==> config.mk <==
export PLATFORM = sky130hd
export DESIGN_NAME = neo_p2_cache
export DESIGN_NICKNAME = d
export VERILOG_FILES = /design/src/rtl/neo_pkg.sv /design/src/rtl/neo_p2_line_store.sv /design/src/rtl/neo_p2_cache.sv
export SDC_FILE = /design/constraint.sdc
export NUM_CORES = 1
export LEC_CHECK = 0
export CORE_MARGIN = 2
export CORE_UTILIZATION = 61
export CTS_CLUSTER_DIAMETER = 150
export DETAILED_ROUTE_END_ITERATION = 8
export PLACE_DENSITY = 0.79
export SYNTH_ARGS = -nofsm -noshare
export SYNTH_HDL_FRONTEND = slang
export SYNTH_SLANG_ARGS = --single-unit
==> constraint.sdc <==
create_clock -name CLK_48M -period 9.9 [get_ports CLK_48M]
set_clock_uncertainty 0.15 [all_clocks]
set_input_delay 1.98 -clock CLK_48M [delete_from_list [all_inputs] [get_ports CLK_48M]]
set_output_delay 1.98 -clock CLK_48M [all_outputs]
set_load 0.02 [all_outputs]
==> src/rtl/neo_pkg.sv <==
// Shared definitions for the NEO-PVC P2 ROM read path.
package neo_pkg;

  localparam int P2_AW         = 24;
  localparam int P2_LINE_BYTES = 8;
  localparam int P2_LINE_W     = P2_LINE_BYTES * 8;

  typedef enum logic [1:0] {IDLE, LOOKUP, FILL} p2_state_t;

  // Select 16-bit word k of a 64-bit line, where k is byte address bits [2:1].
  function automatic logic [15:0] line_word(input logic [P2_LINE_W-1:0] line,
                                            input logic [1:0] sel);
    logic [15:0] w;
    case (sel)
      2'd0:    w = line[15:0];
      2'd1:    w = line[31:16];
      2'd2:    w = line[47:32];
      default: w = line[63:48];
    endcase
    return w;
  endfunction

endpackage

==> src/rtl/neo_p2_line_store.sv <==
// Direct-mapped line storage: data and tag arrays with asynchronous read,
// plus a valid vector that FLUSH clears in one clock.
module neo_p2_line_store
  import neo_pkg::*;
#(
  parameter int LINE_BITS = 4,
  parameter int TAG_W     = 17
) (
  input  logic                 CLK_48M,
  input  logic                 nRESET,
  input  logic [LINE_BITS-1:0] rd_index,
  output logic [P2_LINE_W-1:0] rd_data,
  output logic [TAG_W-1:0]     rd_tag,
  output logic                 rd_valid,
  input  logic                 wr_en,
  input  logic [LINE_BITS-1:0] wr_index,
  input  logic [P2_LINE_W-1:0] wr_data,
  input  logic [TAG_W-1:0]     wr_tag,
  input  logic                 clear_all
);

  localparam int LINES = 1 << LINE_BITS;

  logic [P2_LINE_W-1:0] data_mem [LINES];
  logic [TAG_W-1:0]     tag_mem  [LINES];
  logic [LINES-1:0]     valid;

  always_ff @(posedge CLK_48M) begin
    if (wr_en) begin
      data_mem[wr_index] <= wr_data;
      tag_mem[wr_index]  <= wr_tag;
    end
  end

  // Clear-all wins over a same-cycle write so a fill racing a flush stays invalid.
  always_ff @(posedge CLK_48M or negedge nRESET) begin
    if (!nRESET)
      valid <= '0;
    else if (clear_all)
      valid <= '0;
    else if (wr_en)
      valid[wr_index] <= 1'b1;
  end

  assign rd_data  = data_mem[rd_index];
  assign rd_tag   = tag_mem[rd_index];
  assign rd_valid = valid[rd_index];

endmodule

==> src/rtl/neo_p2_cache.sv <==
// Read cache between neo_pvc's banked P2 address and the SDRAM controller:
// strobe detect, lookup/fill FSM, SDRAM handshake and saturating miss counter.
module neo_p2_cache
  import neo_pkg::*;
#(
  parameter int LINE_BITS = 4,
  parameter int CNT_W     = 16
) (
  input  logic                 CLK_48M,
  input  logic                 nRESET,
  input  logic [P2_AW-1:0]     P2_ADDR,
  input  logic                 nROMOE,
  input  logic                 FLUSH,
  output logic [15:0]          PROM_DATA,
  output logic                 nROMWAIT,
  output logic                 SDR_REQ,
  output logic [P2_AW-1:0]     SDR_ADDR,
  input  logic                 SDR_ACK,
  input  logic [P2_LINE_W-1:0] SDR_DATA,
  output logic [CNT_W-1:0]     STAT_MISS
);

  localparam int TAG_W = P2_AW - 3 - LINE_BITS;

  p2_state_t            state;
  logic [P2_AW-1:1]     addr_q;
  logic                 nromoe_d;
  logic                 start;
  logic                 hit;
  logic                 fill_done;
  logic [LINE_BITS-1:0] line_index;
  logic [TAG_W-1:0]     line_tag;
  logic [P2_LINE_W-1:0] rd_data;
  logic [TAG_W-1:0]     rd_tag;
  logic                 rd_valid;
  logic                 unused_addr_bit;

  assign unused_addr_bit = P2_ADDR[0];
  assign start      = ~nROMOE & nromoe_d;
  assign line_index = addr_q[3+LINE_BITS-1:3];
  assign line_tag   = addr_q[P2_AW-1:3+LINE_BITS];
  // A flush landing on the lookup cycle must not let a stale line through.
  assign hit        = rd_valid & (rd_tag == line_tag) & ~FLUSH;
  assign fill_done  = (state == FILL) & SDR_ACK;

  neo_p2_line_store #(
    .LINE_BITS (LINE_BITS),
    .TAG_W     (TAG_W)
  ) u_store (
    .CLK_48M   (CLK_48M),
    .nRESET    (nRESET),
    .rd_index  (line_index),
    .rd_data   (rd_data),
    .rd_tag    (rd_tag),
    .rd_valid  (rd_valid),
    .wr_en     (fill_done),
    .wr_index  (line_index),
    .wr_data   (SDR_DATA),
    .wr_tag    (line_tag),
    .clear_all (FLUSH)
  );

  always_ff @(posedge CLK_48M or negedge nRESET) begin
    if (!nRESET) begin
      state     <= IDLE;
      addr_q    <= '0;
      nromoe_d  <= 1'b1;
      PROM_DATA <= '0;
      nROMWAIT  <= 1'b1;
      SDR_REQ   <= 1'b0;
      SDR_ADDR  <= '0;
      STAT_MISS <= '0;
    end else begin
      nromoe_d <= nROMOE;
      case (state)
        IDLE: begin
          if (start) begin
            addr_q   <= P2_ADDR[P2_AW-1:1];
            nROMWAIT <= 1'b0;
            state    <= LOOKUP;
          end
        end
        LOOKUP: begin
          if (hit) begin
            PROM_DATA <= line_word(rd_data, addr_q[2:1]);
            nROMWAIT  <= 1'b1;
            state     <= IDLE;
          end else begin
            SDR_ADDR <= {addr_q[P2_AW-1:3], 3'b000};
            SDR_REQ  <= 1'b1;
            if (STAT_MISS != '1)
              STAT_MISS <= STAT_MISS + 1'b1;
            state <= FILL;
          end
        end
        FILL: begin
          // The 68k may drop its strobe here; the fill completes regardless.
          if (SDR_ACK) begin
            PROM_DATA <= line_word(SDR_DATA, addr_q[2:1]);
            SDR_REQ   <= 1'b0;
            nROMWAIT  <= 1'b1;
            state     <= IDLE;
          end
        end
        default: state <= IDLE;
      endcase
    end
  end

endmodule

# Yosys cells after proc, flatten, opt, wreduce, memory -nomap -nowiden

Memories as Yosys holds them, arrays and structs flattened.
Index checks and enable logic that the tools add are counted.
Widths: inputs -> output; s select.

Add/sub/neg operators: 1
Magnitude comparators: 2
Equality and inequality tests: 10
Muxes and demuxes: 24
Bitwise gates (word level): 8
Reductions and logical operators: 13

Operators by type and width:

| kind                  | number |
|---|---|
| $pmux 16 s3           | 2 |
| $mux 16               | 4 |
| $pmux 16 s2           | 1 |
| $eq 17x17->1          | 1 |
| $add 16x1->16 const B | 1 |
| $ne 16x16->1 const B  | 1 |
| $or 16x16->16         | 1 |
| $mux 1                | 9 |
| $reduce_and 3->1      | 3 |
| $ne 2x2->1 const B    | 4 |
| $mux 2                | 3 |
| $pmux 2 s3            | 1 |
| $reduce_and 2->1      | 3 |
| $lt 4x5->1 const B    | 1 |
| $and 1x1->1           | 4 |
| $bmux 1 s4            | 1 |
| $demux 1 s4           | 1 |
| $eq 2x1->1 const B    | 2 |
| $eq 2x2->1 const B    | 2 |
| $ge 4x1->1 const B    | 1 |
| $logic_not 2->1       | 2 |
| $reduce_and 4->1      | 1 |
| $reduce_bool 2->1     | 2 |
| $not 1->1             | 3 |
| other kinds (4)       | 4 |

Bits in registers: 97
Bits in writable memories: 1296
Input port bits: 93
Output and inout bits: 58
Logic and storage cells: 69
Memories: 2

Memories:

| memory           | depth | width | rd ports | clocked after Yosys merged registers in | write ports | line                    | RTL |
|---|---|---|---|---|---|---|---|
| u_store.data_mem | 16    | 64    | 1        | 0                                       | 1           | neo_p2_line_store.sv:24 | `logic [P2_LINE_W-1:0] data_mem [LINES];` |
| u_store.tag_mem  | 16    | 17    | 1        | 0                                       | 1           | neo_p2_line_store.sv:25 | `logic [TAG_W-1:0] tag_mem [LINES];` |

# Depth between registers and ports, before layout

Depth after elaboration: 7
Mapped depth: 16
Gate-level depth less buffers: 9

# Modules after synthesis

From an unflattened synthesis, not the netlist that was laid out.

Cells, all modules: 2399
Area total of the unflattened synthesis: 53662.7 µm²

By module, submodules not included:

| module            | instances | cells an instance | area an instance (µm²) | seq. area each (µm²) |
|---|---|---|---|---|
| neo_p2_line_store | 1         | 2064              | 49169.7                | 39317.7 |
| neo_p2_cache      | 1         | 335               | 4493.1                 | 2029.4 |

# Least setup slack after synthesis

OpenSTA, ideal clock, no wires.

Path type: input-to-reg
From: input SDR_ACK
To: memory u_store.data_mem[0][0] (netlist name), enable pin
Setup time: 0.622 ns
Arrival: 8.106 ns
Data required time: 9.128 ns
Path slack: 1.022 ns
Stages: 4
Buffers on the path: 1
Cell sequence: nand2_1 -> clkbuf_1 -> or2_2 -> nor3_1

Word-level cells in the longest chain between the ends: 3

Ends and longest elaborated chain:

| item                         | line                    | RTL |
|---|---|---|
| start: declaration           | neo_p2_cache.sv:18      | `input logic SDR_ACK,` |
| $and 1x1->1                  | neo_p2_cache.sv:44      | `assign fill_done = (state == FILL) & SDR_ACK;` |
| $mux 1                       | neo_p2_line_store.sv:29 | `if (wr_en) begin` |
| $mux 1 (not written as such) | neo_p2_line_store.sv:30 | `data_mem[wr_index] <= wr_data;` |
| end: declaration             | neo_p2_line_store.sv:24 |  |

Every way passes these cells.

# Worst setup path after layout

From: register addr_q[5] (netlist name)
To: register STAT_MISS[1]

Word-level cells in the longest chain between the ends: 6
Elaborated cells on any way between the ends: 8
Classes of those cells: 1 x eq/ne; 2 x mux; 3 x bitwise; 1 x reduce/logical; 1 x memory

Ends and longest elaborated chain:

| item                                               | line                                        | RTL |
|---|---|---|
| start: declaration                                 | neo_p2_cache.sv:26                          | `logic [P2_AW-1:1] addr_q;` |
| start signal: assignment                           | neo_p2_cache.sv:78                          | `addr_q <= P2_ADDR[P2_AW-1:1];` |
| $mem_v2 16x17 / $bmux 1 s4 (equally long branches) | -                                           |  |
| $eq 17x17->1 / $mux 1 (equally long branches)      | neo_p2_cache.sv:43, neo_p2_line_store.sv:47 |  |
| $and 1x1->1 (*) (2 in series)                      | neo_p2_cache.sv:43                          | `assign hit = rd_valid & (rd_tag == line_tag) & ~FLUSH;` |
| $not 1->1 (no line) (*)                            | -                                           |  |
| $reduce_and 3->1 (no line) (*)                     | -                                           |  |
| end signal: assignment                             | neo_p2_cache.sv:92                          | `STAT_MISS <= STAT_MISS + 1'b1;` |
| end: declaration                                   | neo_p2_cache.sv:20                          | `output logic [CNT_W-1:0] STAT_MISS` |

Mark *: on every way between the ends. The rest lies on a longest branch, timed or not. The select of a mux whose other input is x is not followed.
A chain may end at the register's enable or synchronous reset.

==> metrics.yaml <==
grt_setup_unrepaired: "no"
latest_clock_arrival_within_the_worst_skew_pair_ns: 0.74
synth_cell_types: 67
cts_hold_buffers: 0
vias_in_the_first_global_route: 29600
static-leakage-power_uw: 0.0200
worst_path_maximum_fanout: 51
number_of_instances_in_the_synthesized_netlist: 2583
type_of_the_setup_path_with_the_least_slack: "reg2reg"
rrSetupSlack_ns: 4.20
postSynthAreaPerCell_um2: 21.2
hold_violations: 0
critPathSlowestCell: "dfrtp_4"
critical_path.top_delay_family: "simple AND/OR/NAND/NOR gates"
num-fill-cells: 5018
floorplan.die.width_um: 304
global_route.usage.total_pct: 29.9
drt_via_density: 6.98
clock_tree_from_tritoncts: "done"
internal-power_uw: 12200
yosys_register_bits: 1393
detailroute.wirelength.met3_um: 15200
drtAntennaViolNets: 0
buffer_ports.inserted: 146
finalSetupTns_ns: 0
outcome: "completed"
die_area_um2: 92400
setup_viol_count_final: 0
power.net_switching_uw: 5330
cp_cell_sequence: "buf_4, nand2b_1, o22ai_1, o21ai_0, or4_1, o21ai_4, buf_4, nor2_1, mux2_2"
fin_crit_sh_pct: 57.6
detail_route.iter0.violations: 3893
placed_cells_incl_taps: 3813
power_density_nw_per_um2: 282
synth_warnings: 0
ctsLongestPathBuffers: 3
synth_async_sr_flop_share_pct: 6.96
worstReg2RegStart: "addr_q[5]"
cts-resized-gates: 0
final_layout_size_suffix_gt1_share_pct: 25.6
hold_path_depth: 2
row_count: 109
worst_slew_margin_rel_pct: 14.6
timing.critical_path.mode_cell: "buf_4"
area.growth.synth_to_final_pct: 13.3
floorplan.core_area_um2: 88800
num_io_pins: 151
grt_start_max_net_pins: 161
gp_congestion: 0.831
cts_sinks: 1393
swShare_pct: 30.4
power.clock.fraction_pct: 29.4
irDropWorstVdd_uv: 248
slew_violations: 0
worst-endpoint-arrival_ns: 6.16
starting_utilization_of_the_core_area_pct: 61.8
timing_worst_slew_pin_value_ns: 1.28
fin_hold_ws_ns: 0.328
worst_path_required_ns: 10.36
cp-end-kind: "flip-flop"
clkSlewWorstSetupHoldPaths_ns: 0.06
die_y_um: 304
worst-r2r-cell-count: 9
synth_enable_flop_cells: 1296
detail_route.drc_violations: 0
slowest_delay_ns: 1.11
final_cells: 4074
detail_route.wirelength.met1_um: 48600
timing.fmax_mhz: 175
synth_area_um2: 54900
grt_first_pass_wirelength_um: 199000
grt_residual_overflow: 0
critical_path_cell_count: 9
setup.worst_path.start_class: "flip-flop"
drt_pass1_iterations: 6
number_of_antenna_violations_at_the_first_check_in_global_routing: 9
detailroute.wirelength.met2_um: 66900
worst_hold_path_type: "reg2reg"
avgRoutedWirePerCell_um: 33.2
crit_path_start: "addr_q[5]"
clockRootBuffer: "clkbuf_16"
cts_inserted_buffers: 138
critical_path.n_buffers_inverters: 2
top_layer_used: "met5"
drt_wl_total_um: 135000
vias: 28400
cts.repair_timing.setup_buffer_count: 0
seq_area_frac_synth_pct: 75.4
capture_instance_of_the_worst_register_to_register_path: "STAT_MISS[1]"
max_cap_viol_count: 0
power.combinational.fraction_pct: 28.8
seq_power_share_pct: 41.8
nets: 2886
dp_hpwl_um: 70900
worst_setup_path_endpoint: "STAT_MISS[1]"
synth_top_flop_cell: "edfxtp_1"
cts_max_level: 4
min_period_ns: 5.70
-- metal layers --
layer  up-vias  global-route usage [%]
li1      11200                       -
met1     14900                    40.2
met2      1997                    47.8
met3       350                    7.81
met4         8                    11.2
met5         -                       0
-- metrics by stage --
stage / cell area, um^2 / power [uW] / setup WS (ns) / util, %
floorplan: 54900 / 10900 / 1.02 / -
global placement: 57700 / 12300 / 4.14 / 64.9
detailed placement: 57700 / 12400 / 4.09 / 64.9
CTS: 62100 / 17600 / 4.15 / 70.0
global route: 62100 / 18100 / 3.91 / 70.0
finish: 62200 / 17500 / 4.20 / 70.0
-- area by class of cell --
| type | instances | area (um^2) | share of cell area (%) |
|---|---|---|---|
| Antenna cell | 8 | 20.0 | 0.0322 |
| Clock buffer | 177 | 3790 | 6.10 |
| Clock inverter | 75 | 681 | 1.10 |
| Inverter | 18 | 67.6 | 0.109 |
| Multi-Input combinational cell | 1028 | 12800 | 20.6 |
| Sequential cell | 1393 | 41400 | 66.6 |
| Tap cell | 1165 | 1460 | 2.35 |
| Timing Repair Buffer | 210 | 1980 | 3.18 |
-- layout by cell type (no fill, tap or decap), types with 20 or more instances in the layout --
| master | n |
|---|---|
| mux4_2 | 352 |
| clkinv_1 | 30 |
| nand2_1 | 86 |
| buf_4 | 61 |
| mux2i_1 | 41 |
| o22ai_1 | 56 |
| clkbuf_16 | 145 |
| a211oi_1 | 38 |
| nor4_1 | 27 |
| edfxtp_1 | 1296 |
| clkinv_2 | 22 |
| nor2b_1 | 26 |
| clkdlybuf4s50_1 | 145 |
| nand3_1 | 28 |
| and3_1 | 20 |
| o21ai_0 | 23 |
| mux2_2 | 92 |
| nor2_1 | 41 |
| clkbuf_1 | 28 |
| dfrtp_1 | 90 |
-- worst reg2reg max path, cell delays in order (launching register included) --
cell      delay (ns)
dfrtp_4         1.11
buf_4           0.78
nand2b_1        0.66
o22ai_1         0.48
o21ai_0         0.16
or4_1           0.59
o21ai_4         0.71
buf_4           0.46
nor2_1          0.18
mux2_2          0.30
-- cells in the mapped netlist (8+ instances only) --
master / count / area share, %
or2_2: 8 / 0.091
a211oi_1: 38 / 0.52
o21ai_0: 23 / 0.21
a22o_1: 18 / 0.29
nand2b_1: 16 / 0.18
a21oi_1: 10 / 0.091
xor2_1: 11 / 0.18
buf_6: 11 / 0.23
nand3_1: 28 / 0.26
o22ai_1: 56 / 0.64
dfrtp_1: 95 / 4.3
and3_1: 20 / 0.23
nor2_1: 53 / 0.36
nor3_1: 16 / 0.15
a31oi_1: 9 / 0.10
buf_1: 18 / 0.12
mux4_2: 352 / 14
o211a_1: 13 / 0.24
edfxtp_1: 1296 / 71
buf_2: 39 / 0.36
xnor2_1: 10 / 0.16
nand2_1: 86 / 0.59
clkbuf_1: 59 / 0.40
inv_1: 17 / 0.12
mux2_2: 92 / 1.9
mux2i_1: 41 / 0.75
nor2b_1: 26 / 0.30
nor4_1: 27 / 0.31
buf_4: 16 / 0.22
-- power groups by stage --
stage               logic [uW]  registers [uW]  clock network (uW)
finish                    5060            7340                5150
global route              5310            7390                5430
CTS                       5030            7340                5210
detailed placement        4940            7460                   0
global placement          4830            7420                   0
floorplan                 3590            7300                   0
-- logic make-up (layout without fill, tap and decap cells) --
group,Yosys count,after routing,share of synthesized area (%)
compound gates,204,204,2.65
other cells,1,11,0.00684
flops,1393,1393,75.4
buf+inv,164,480,1.56
xor+xnor,21,21,0.335
simple gates,310,310,2.89
mux,486,486,17.1
fa+ha+maj,4,4,0.0912
-- worst min path at each step --
stage | startpoint | to | slack, ns
finish | SDR_ADDR[8] | SDR_ADDR[8] | 0.33
global route | STAT_MISS[10] | STAT_MISS[10] | 0.35
CTS | SDR_ADDR[21] | SDR_ADDR[21] | 0.34
detailed placement | SDR_ADDR[21] | SDR_ADDR[21] | 0.33
global placement | SDR_ADDR[21] | SDR_ADDR[21] | 0.31
floorplan | u_store.valid[11] | u_store.valid[11] | 0.31
-- registers in the layout, indices dropped and copies added, names as in the netlist --
register / count
u_store.data_mem: 1024
u_store.tag_mem: 272
addr_q: 23
SDR_ADDR: 21
PROM_DATA: 16
STAT_MISS: 16
u_store.valid: 16
state: 2
SDR_REQ: 1
nROMWAIT: 1
nromoe_d: 1
Power figures use the tool's default switching activity.
